`config.mk`:
```
export PLATFORM = sky130hd
export DESIGN_NAME = instr_decode_stage_flat
export DESIGN_NICKNAME = d
export VERILOG_FILES = /design/src/rtl/instr_decode_stage_if.sv /design/src/rtl/instr_decode_stage.sv /design/src/flat_wrapper.sv
export SDC_FILE = /design/constraint.sdc
export NUM_CORES = 1
export LEC_CHECK = 0
export ABC_AREA = 1
export BUFFER_PORTS_ARGS = -buffer_cell sky130_fd_sc_hd__buf_2
export CORE_MARGIN = 5
export CORE_UTILIZATION = 54
export CTS_BUF_LIST = sky130_fd_sc_hd__clkbuf_8
export DETAILED_ROUTE_END_ITERATION = 12
export PLACE_DENSITY = 0.91
export SYNTH_ARGS = -nofsm -noshare
export SYNTH_HDL_FRONTEND = slang
export SYNTH_SLANG_ARGS = --single-unit
```
`constraint.sdc`:
```
create_clock -name clk -period 2.7 [get_ports clk]
set_input_delay 0.27 -clock clk [delete_from_list [all_inputs] [get_ports clk]]
set_output_delay 0.27 -clock clk [all_outputs]
set_load 0.02 [all_outputs]
```
`src/rtl/instr_decode_stage_if.sv`:
```
// Handshake bundle between fetch, the decode stage and its consumer.
// master: instruction source / bundle sink; slave: the decode stage.
interface instr_decode_stage_if #(
  parameter int INSTR_W = 16,
  parameter int OPC_W   = 4,
  parameter int REG_W   = 4
);
  logic                     in_valid;
  logic                     in_ready;
  logic [INSTR_W-1:0]       in_instr;
  logic                     out_valid;
  logic                     out_ready;
  logic [OPC_W-1:0]         out_opcode;
  logic [2:0]               out_fmt;
  logic [REG_W-1:0]         out_reg1;
  logic [REG_W-1:0]         out_reg2;
  logic [REG_W-1:0]         out_reg3;
  logic [INSTR_W-1:0]       out_imm;
  logic [INSTR_W-OPC_W-1:0] out_jump;

  modport master (
    output in_valid, in_instr, out_ready,
    input  in_ready, out_valid, out_opcode, out_fmt,
    input  out_reg1, out_reg2, out_reg3, out_imm, out_jump
  );

  modport slave (
    input  in_valid, in_instr, out_ready,
    output in_ready, out_valid, out_opcode, out_fmt,
    output out_reg1, out_reg2, out_reg3, out_imm, out_jump
  );
endinterface

```
`src/rtl/instr_decode_stage.sv`:
```
// Single-register instruction decode stage with valid/ready handshake.
// Define DECODE_EXT_EN for two-word extended-immediate decode (opcode 5).
module instr_decode_stage #(
  parameter int INSTR_W = 16,
  parameter int OPC_W   = 4,
  parameter int REG_W   = 4
) (
  input  logic clk,
  input  logic rst_n,
  input  logic flush,
  instr_decode_stage_if.slave bus
);
  localparam int JMP_W = INSTR_W - OPC_W;
  localparam logic [2:0] FMT_R   = 3'd0;
  localparam logic [2:0] FMT_I   = 3'd1;
  localparam logic [2:0] FMT_J   = 3'd2;
  localparam logic [2:0] FMT_ILL = 3'd4;

  logic [OPC_W-1:0]   opc;
  logic [REG_W-1:0]   f1, f2, f3;
  logic               accept, load;
  logic [2:0]         b_fmt;
  logic [REG_W-1:0]   b_r1, b_r2, b_r3;
  logic [INSTR_W-1:0] b_imm;
  logic [JMP_W-1:0]   b_jump;
  logic [OPC_W-1:0]   d_opc;
  logic [2:0]         d_fmt;
  logic [REG_W-1:0]   d_r1, d_r2, d_r3;
  logic [INSTR_W-1:0] d_imm;
  logic [JMP_W-1:0]   d_jump;

  assign opc = bus.in_instr[INSTR_W-1 -: OPC_W];
  assign f1  = bus.in_instr[3*REG_W-1 -: REG_W];
  assign f2  = bus.in_instr[2*REG_W-1 -: REG_W];
  assign f3  = bus.in_instr[REG_W-1:0];

  assign bus.in_ready = !bus.out_valid || bus.out_ready;
  assign accept = bus.in_valid && bus.in_ready && !flush;

  always_comb begin
    b_fmt  = FMT_ILL;
    b_r1   = '0;
    b_r2   = '0;
    b_r3   = '0;
    b_imm  = '0;
    b_jump = '0;
    unique case (1'b1)
      opc == OPC_W'(1): begin
        b_fmt = FMT_R;
        b_r1  = f1;
        b_r2  = f2;
        b_r3  = f3;
      end
      opc == OPC_W'(2), opc == OPC_W'(3): begin
        b_fmt = FMT_I;
        b_r1  = f1;
        b_r2  = f2;
        b_imm = INSTR_W'({f2, f3});
      end
      opc == OPC_W'(4): begin
        b_fmt  = FMT_J;
        b_jump = bus.in_instr[JMP_W-1:0];
      end
      default: ;
    endcase
  end

`ifdef DECODE_EXT_EN
  localparam logic [2:0] FMT_X = 3'd3;

  typedef enum logic {FIRST, EXT} state_t;

  state_t           state, state_nx;
  logic             latch;
  logic [OPC_W-1:0] x_opc;
  logic [REG_W-1:0] x_f1;

  always_ff @(posedge clk or negedge rst_n) begin
    if (!rst_n) begin
      state <= FIRST;
      x_opc <= '0;
      x_f1  <= '0;
    end else begin
      state <= state_nx;
      if (flush) begin
        x_opc <= '0;
        x_f1  <= '0;
      end else if (latch) begin
        x_opc <= opc;
        x_f1  <= f1;
      end
    end
  end

  always_comb begin
    state_nx = state;
    load     = 1'b0;
    latch    = 1'b0;
    d_opc    = opc;
    d_fmt    = b_fmt;
    d_r1     = b_r1;
    d_r2     = b_r2;
    d_r3     = b_r3;
    d_imm    = b_imm;
    d_jump   = b_jump;
    if (flush) begin
      state_nx = FIRST;
    end else if (accept) begin
      unique case (state)
        FIRST: begin
          if (opc == OPC_W'(5)) begin
            latch    = 1'b1;
            state_nx = EXT;
          end else begin
            load = 1'b1;
          end
        end
        EXT: begin
          load     = 1'b1;
          state_nx = FIRST;
          d_opc    = x_opc;
          d_fmt    = FMT_X;
          d_r1     = x_f1;
          d_r2     = '0;
          d_r3     = '0;
          d_imm    = bus.in_instr;
          d_jump   = '0;
        end
      endcase
    end
  end
`else
  always_comb begin
    load   = accept;
    d_opc  = opc;
    d_fmt  = b_fmt;
    d_r1   = b_r1;
    d_r2   = b_r2;
    d_r3   = b_r3;
    d_imm  = b_imm;
    d_jump = b_jump;
  end
`endif

  // Fields are zeroed whenever the bundle is not valid.
  always_ff @(posedge clk or negedge rst_n) begin
    if (!rst_n) begin
      bus.out_valid  <= 1'b0;
      bus.out_opcode <= '0;
      bus.out_fmt    <= '0;
      bus.out_reg1   <= '0;
      bus.out_reg2   <= '0;
      bus.out_reg3   <= '0;
      bus.out_imm    <= '0;
      bus.out_jump   <= '0;
    end else if (load) begin
      bus.out_valid  <= 1'b1;
      bus.out_opcode <= d_opc;
      bus.out_fmt    <= d_fmt;
      bus.out_reg1   <= d_r1;
      bus.out_reg2   <= d_r2;
      bus.out_reg3   <= d_r3;
      bus.out_imm    <= d_imm;
      bus.out_jump   <= d_jump;
    end else if (flush || bus.out_ready) begin
      bus.out_valid  <= 1'b0;
      bus.out_opcode <= '0;
      bus.out_fmt    <= '0;
      bus.out_reg1   <= '0;
      bus.out_reg2   <= '0;
      bus.out_reg3   <= '0;
      bus.out_imm    <= '0;
      bus.out_jump   <= '0;
    end
  end
endmodule

```
`src/flat_wrapper.sv`:
```
// flat-port wrapper written by rule: the top's interface ports become plain ports
module instr_decode_stage_flat 
#(
  parameter int INSTR_W = 16,
  parameter int OPC_W   = 4,
  parameter int REG_W   = 4
)
  (clk, rst_n, flush, bus_in_valid, bus_in_instr, bus_out_ready, bus_in_ready, bus_out_valid, bus_out_opcode, bus_out_fmt, bus_out_reg1, bus_out_reg2, bus_out_reg3, bus_out_imm, bus_out_jump);
  instr_decode_stage_if #(.INSTR_W(INSTR_W), .OPC_W(OPC_W), .REG_W(REG_W)) bus_i ();
  input  logic clk;
  input  logic rst_n;
  input  logic flush;
  input wire logic [$bits(bus_i.in_valid)-1:0] bus_in_valid;
  input wire logic [$bits(bus_i.in_instr)-1:0] bus_in_instr;
  input wire logic [$bits(bus_i.out_ready)-1:0] bus_out_ready;
  output wire logic [$bits(bus_i.in_ready)-1:0] bus_in_ready;
  output wire logic [$bits(bus_i.out_valid)-1:0] bus_out_valid;
  output wire logic [$bits(bus_i.out_opcode)-1:0] bus_out_opcode;
  output wire logic [$bits(bus_i.out_fmt)-1:0] bus_out_fmt;
  output wire logic [$bits(bus_i.out_reg1)-1:0] bus_out_reg1;
  output wire logic [$bits(bus_i.out_reg2)-1:0] bus_out_reg2;
  output wire logic [$bits(bus_i.out_reg3)-1:0] bus_out_reg3;
  output wire logic [$bits(bus_i.out_imm)-1:0] bus_out_imm;
  output wire logic [$bits(bus_i.out_jump)-1:0] bus_out_jump;
  assign bus_i.in_valid = bus_in_valid;
  assign bus_i.in_instr = bus_in_instr;
  assign bus_i.out_ready = bus_out_ready;
  assign bus_in_ready = bus_i.in_ready;
  assign bus_out_valid = bus_i.out_valid;
  assign bus_out_opcode = bus_i.out_opcode;
  assign bus_out_fmt = bus_i.out_fmt;
  assign bus_out_reg1 = bus_i.out_reg1;
  assign bus_out_reg2 = bus_i.out_reg2;
  assign bus_out_reg3 = bus_i.out_reg3;
  assign bus_out_imm = bus_i.out_imm;
  assign bus_out_jump = bus_i.out_jump;
  instr_decode_stage #(.INSTR_W(INSTR_W), .OPC_W(OPC_W), .REG_W(REG_W)) u_core (.clk(clk), .rst_n(rst_n), .flush(flush), .bus(bus_i));
endmodule
```
==> results of run 1 <==
flip-flops by register name (all words and copies together), names as in the netlist:
register / cells
u_core.bus.out_fmt: 3
u_core.bus.out_imm: 8
u_core.bus.out_jump: 12
u_core.bus.out_opcode: 4
u_core.bus.out_reg1: 4
u_core.bus.out_reg2: 4
u_core.bus.out_reg3: 4
u_core.bus.out_valid: 1
metal layers:
| layer | up-vias | wire, µm | share of wire |
|---|---|---|---|
| met2 | 79 | 2150 | 0.49 |
| met4 | 0 | 77 | 0.018 |
| li1 | 765 | - | - |
| met1 | 754 | 1800 | 0.41 |
| met3 | 11 | 350 | 0.080 |
| met5 | - | 0 | 0 |
metrics by stage:
stage,instance area (µm²),hold WS [ns],setup slack [ns],util,power (µW)
2_1_floorplan,1800,-0.0256,1.45,-,717
6_report,2140,0.0783,1.27,0.691,1160
3_5_place_dp,2050,0.422,1.23,0.661,762
3_3_place_gp,2050,0.425,1.29,0.661,760
4_1_cts,2140,0.101,1.26,0.691,1170
5_1_grt,2140,0.151,1.18,0.691,1220
cell type report:
type                       instances  area [µm²]  share of cell area
tap                               44        55.1              0.0257
inverter                           9        33.8              0.0158
timing repair buffer              63         320               0.149
sequential                        40        1000               0.467
multi-input combinational        136         641               0.299
clock inverter                     2        10.0             0.00467
clock buffer                       6        82.6              0.0385
worst paths after layout:
path	startpoint	to	slack, ns
setup reg to reg	u_core.bus.out_valid	u_core.bus.out_reg1[1]	1.34
hold / removal	rst_n	u_core.bus.out_reg1[0]	0.08
max in group asynchronous	rst_n	u_core.bus.out_reg3[2]	2.09
min in group clk	bus_in_instr[9]	u_core.bus.out_jump[9]	0.22
hold reg to reg	u_core.bus.out_reg3[1]	u_core.bus.out_reg3[1]	0.50
setup / recovery	u_core.bus.out_valid	bus_in_ready	1.27
cells by family after synthesis:
logic type | share of synthesized area
other | 0.00211
AOI/OAI and AO/OA | 0.0507
and+or+nand+nor | 0.292
DFF | 0.563
buffers and inverters | 0.0922
cell usage in the layout, fill, tap and decap left out:
cell type | synthesis | final
clkinv_2 | 0 | 2
conb_1 | 1 | 8
nand3_1 | 70 | 70
nor2_4 | 1 | 1
o21ai_1 | 17 | 17
buf_4 | 14 | 2
nand2_4 | 1 | 1
o21ai_0 | 1 | 1
buf_2 | 5 | 61
dfrtp_1 | 40 | 40
nand2_2 | 1 | 1
nand2_1 | 30 | 30
clkbuf_8 | 0 | 6
nor2_2 | 0 | 1
nor2_1 | 7 | 6
inv_2 | 1 | 1
inv_1 | 8 | 8
where the power goes:
group | internal (µW) | leakage, µW | switching [µW]
registers | 610 | 0.000553 | 7.25
clock network | 204 | 0.0000510 | 202
logic | 32.8 | 0.000642 | 101
total | 846 | 0.00125 | 311
==> metrics.txt, run 1 <==
period utilization 0.528; number of antenna diodes 0; top-count cell post-synth nand3_1; Core Area around 3100 µm²; Synth Register Bits 40; RSZ-0062 raised after global routing false; Worst-Margin Slew 0.849 ns; Worst EP arrival around 1.2 ns; stages on the worst setup path 2; initial antenna violation count 0; Critical Setup Path Class reg -> out; Post-synth EDFFs 0; ranking of synthesized cells by area dfrtp_1, nand3_1, nand2_1; Global Route Usage Sum 0.218; Non-Filler Instances 300; clock root buffer clkbuf_8; commonest cells in the netlist nand3_1, dfrtp_1, nand2_1, o21ai_1, buf_4; Synth area leader dfrtp_1; status finished clean; synth unique cells 14; met2 Use GR 0.328; DP HPWL between 3 and 4 mm; Iteration-0 DRC Markers approximately 160; CTS tree done; drt wl/cell 14.6 µm; final setup fails 0; fmax between 700 and 800 MHz; max-cap check violation count 0; nature of the critical path startpoint flip-flop; Layout area overhead 20.6%; post-cts hold buffer count 0; vias 1609; Port Buffer Count between 60 and 70; Top Family by Delay on Critical Path flip-flops; Vias/cell 5.36; Async S/R FF share, synth 1.00; Final ANT Viol Nets 0; drt total wl between 4 and 5 mm; Die Wd 67.4 µm; Mapped Area ~1800 µm²; CTS-repair resized insts 0; CP max-delay cell dfrtp_1; CP Data Required Time 2.43 ns; # IOs 70; Initial DRT Pass Iterations 4; largest net degree at the start of global routing between 40 and 50; Yosys top cell area share 0.563; crit path cell chain nand2_2, buf_2; CTS Buf Count 5; H-tree depth reported by CTS 2; Core Rows 20; total gr overflow 0; clk buf depth 2; dpl cells around 300; final worst path period need 1.43 ns; Final Skew approximately 0.0048 ns; initial core utilization 0.573; critical path fanouts, max 10; met1 Use GR 0.298; Most Used Layer, Global Route met2; Final Hold Viols 0; synthesized area per cell 9.02 µm²; setup bufs post-CTS 0; r2r worst-path depth 4; clk sinks 40; CP max stage delay ~0.43 ns; first-pass GRT wire length 7.33 mm; static leakage 0.00125 µW; number of global-route vias before repair 1573; max_slew headroom 0.434; Fillers between 200 and 300; Worst-Skew Late Latency ~0.30 ns; Worst VDD drop between 0.3 and 0.4 mV; synth warn 0; clk slew on worst S/H paths 0.07 ns; Post-Synthesis Cells 197; Die Y 67.4 µm; Remaining DRCs 0; met3 Resource Use GR 0.0616; sequential area share after synthesis 0.563; Pwr Density about 540 nW/µm²; Critical Path End Type output port; commonest register cell after synthesis dfrtp_1; number of slew-limit violations in the final report 0; Hold Path Class in -> async; GP Congestion 0.805; final setup TNS 0 ns; die area roughly 4500 µm²; share of cells above drive strength 1 0.297; final net count between 200 and 300; crit path buf inv count 1
No activity file was read; power rests on OpenSTA's default activity.
==> run 2: changes to the inputs <==
- CORE_UTILIZATION: 54 -> 50
- PLACE_DENSITY: 0.91 -> 0.86
- clock period: 2.7 -> 1.4 ns (I/O delays scaled with it)
==> run 2 against run 1 <==
Die area grew 6.8%. Critical path depth up 1. Flip-flop and latch count is the same. Design area is 2.2% higher. Worst setup slack got worse by 1.2 ns.
==> metrics.txt, run 2 (synthesis gave the netlist of run 1 again) <==
Final Skew 0.00413 ns (was 0.00479 ns); Layout area overhead 23.3% (was 20.6%); Worst VDD drop 0.450 mV (was 0.393 mV); dpl cells 299 (was 292); Final ANT Viol Nets 0 (unchanged); critical path fanouts, max 9 (was 10); period utilization 0.927; max-cap check violation count 0 (unchanged); final net count 282 (was 276); Iteration-0 DRC Markers 97 (was 156); Initial DRT Pass Iterations 5 (was 4); # IOs 70 (unchanged); CP Data Required Time 1.26 ns (was 2.43 ns); final worst path period need ~1.3 ns; initial core utilization 0.524 (was 0.573); largest net degree at the start of global routing 47 (unchanged); largest reg by FF count u_core.bus.out_jump (unchanged); clk sinks 40 (unchanged); static leakage 0.00128 µW (was 0.00125 µW); status finished clean (unchanged); clk buf depth 2 (unchanged); clk slew on worst S/H paths 0.07 ns (about the same); Core Area 3390 µm² (was 3100 µm²); Fillers 310 (was 273); Worst EP arrival 1.16 ns (about the same); placed inst area 2090 µm² (was 2050 µm²); number of slew-limit violations in the final report 0 (unchanged); commonest non-fill, non-tap cell in the layout nand3_1 (unchanged); Remaining DRCs 0 (unchanged); number of global-route vias before repair 1605 (was 1573); clock root buffer clkbuf_8 (unchanged); Port Buffer Count 61 (unchanged); Critical Setup Path Class reg -> out (unchanged); final setup TNS 0 ns (unchanged); first-pass GRT wire length 7.39 mm (was 7.33 mm); Pwr Density 1010 nW/µm² (was 540 nW/µm²); Hold Path Class in -> reg (was in -> async); die area 4850 µm² (was 4540 µm²); max_slew headroom 0.590 (was 0.434); Core Rows 21 (was 20); DP HPWL 3.27 mm (was 3.07 mm); GP Congestion 0.838 (was 0.805); Regs by FF count u_core.bus.out_jump: 12 flops, u_core.bus.out_imm: 8 flops (unchanged); Global Route Usage Sum 0.191 (was 0.218); Die Wd 69.6 µm (was 67.4 µm); flip-flop count of the largest register after layout 12 (unchanged); initial antenna violation count 0 (unchanged); drt wl/cell 14.5 µm (was 14.6 µm); RSZ-0062 raised after global routing false (unchanged); CTS Buf Count 5 (unchanged); Die Y 69.6 µm (was 67.4 µm); Final Hold Viols 0 (unchanged); Non-Filler Instances 308 (was 300); Worst-Skew Late Latency 0.29 ns (was 0.30 ns); final setup fails 0 (unchanged); number of antenna diodes 0 (unchanged); CTS tree done (unchanged); share of cells above drive strength 1 0.302 (was 0.297); vias 1616 (was 1609); Critical Path End Type output port (unchanged); most frequent cells in the layout nand3_1, buf_2, dfrtp_1, nand2_1, o21ai_1 (unchanged); fmax 771 MHz; H-tree depth reported by CTS 2 (unchanged); Final Cell Area 2190 µm² (was 2140 µm²); Vias/cell 5.25 (was 5.36); drt total wl 4.46 mm (was 4.38 mm); Worst-Margin Slew 0.611 ns (was 0.849 ns); nature of the critical path startpoint flip-flop (unchanged); Design Power 2220 µW (was 1160 µW); total gr overflow 0 (unchanged)
## run 2: changes by cell type in the layout (fill, tap and decap cells not counted)
cell and delta:
buf_4 +5, clkinv_2 -2, inv_1 +2, dlygate4sd3_1 +1
## run 2: area by class of cell
type	instances	area (µm²)	area share
flip-flops and latches	40	1000	0.457
clock inverters	2	7.51	0.00343
well taps	46	57.6	0.0263
clock buffers	6	82.6	0.0377
repair buffers	69	368	0.168
inverters	9	33.8	0.0154
multi-input cells	136	641	0.292
## run 2: final timing paths
kind | start | end | slack [ns] | cells past startpoint
setup reg to reg | u_core.bus.out_valid | u_core.bus.out_reg1[3] | 0.24 | 4
max in group asynchronous | rst_n | u_core.bus.out_imm[1] | 0.63 | 3
hold reg to reg | u_core.bus.out_imm[3] | u_core.bus.out_imm[3] | 0.50 | 2
setup / recovery | u_core.bus.out_valid | bus_in_ready | 0.10 | 3
min in group asynchronous | rst_n | u_core.bus.out_reg3[2] | 0.43 | 3
hold / removal | bus_in_instr[10] | u_core.bus.out_jump[10] | 0.10 | 3
## run 2: stage by stage
stage               worst slack [ns]  hold WS (ns)   util
floorplan                      0.150        -0.156      -
global placement               0.259         0.216  0.617
detailed placement             0.195         0.224  0.617
CTS                           0.0976        0.0894  0.646
global route                  0.0420        0.0956  0.646
finish                         0.103         0.101  0.646
## run 2: critical path, stage by stage (launching register included)
cell and delay (ns):
dfrtp_1 0.42, nand2_2 0.11, buf_4 0.16, buf_2 0.17
## run 2: report_power, final
part / internal, µW / total [µW] / switching [µW]
sequential: 1180 / 1190 / 13.5
combinational: 73.7 / 270 / 197
clock: 387 / 757 / 371
## run 2: timing repair
action                     4_1_cts  5_1_grt
buffers inserted                 0        0
hold endpoints to repair        40        0
gates resized for setup          0        0
hold buffers                     1        0
setup endpoints to repair        0        0
## run 2: routing by layer
layer,GRT usage,share of wire,vias to the layer above
li1,-,-,776
met1,0.211,0.40,772
met2,0.326,0.50,59
met3,0.0725,0.073,9
met4,0.0809,0.023,0
met5,0,0,-
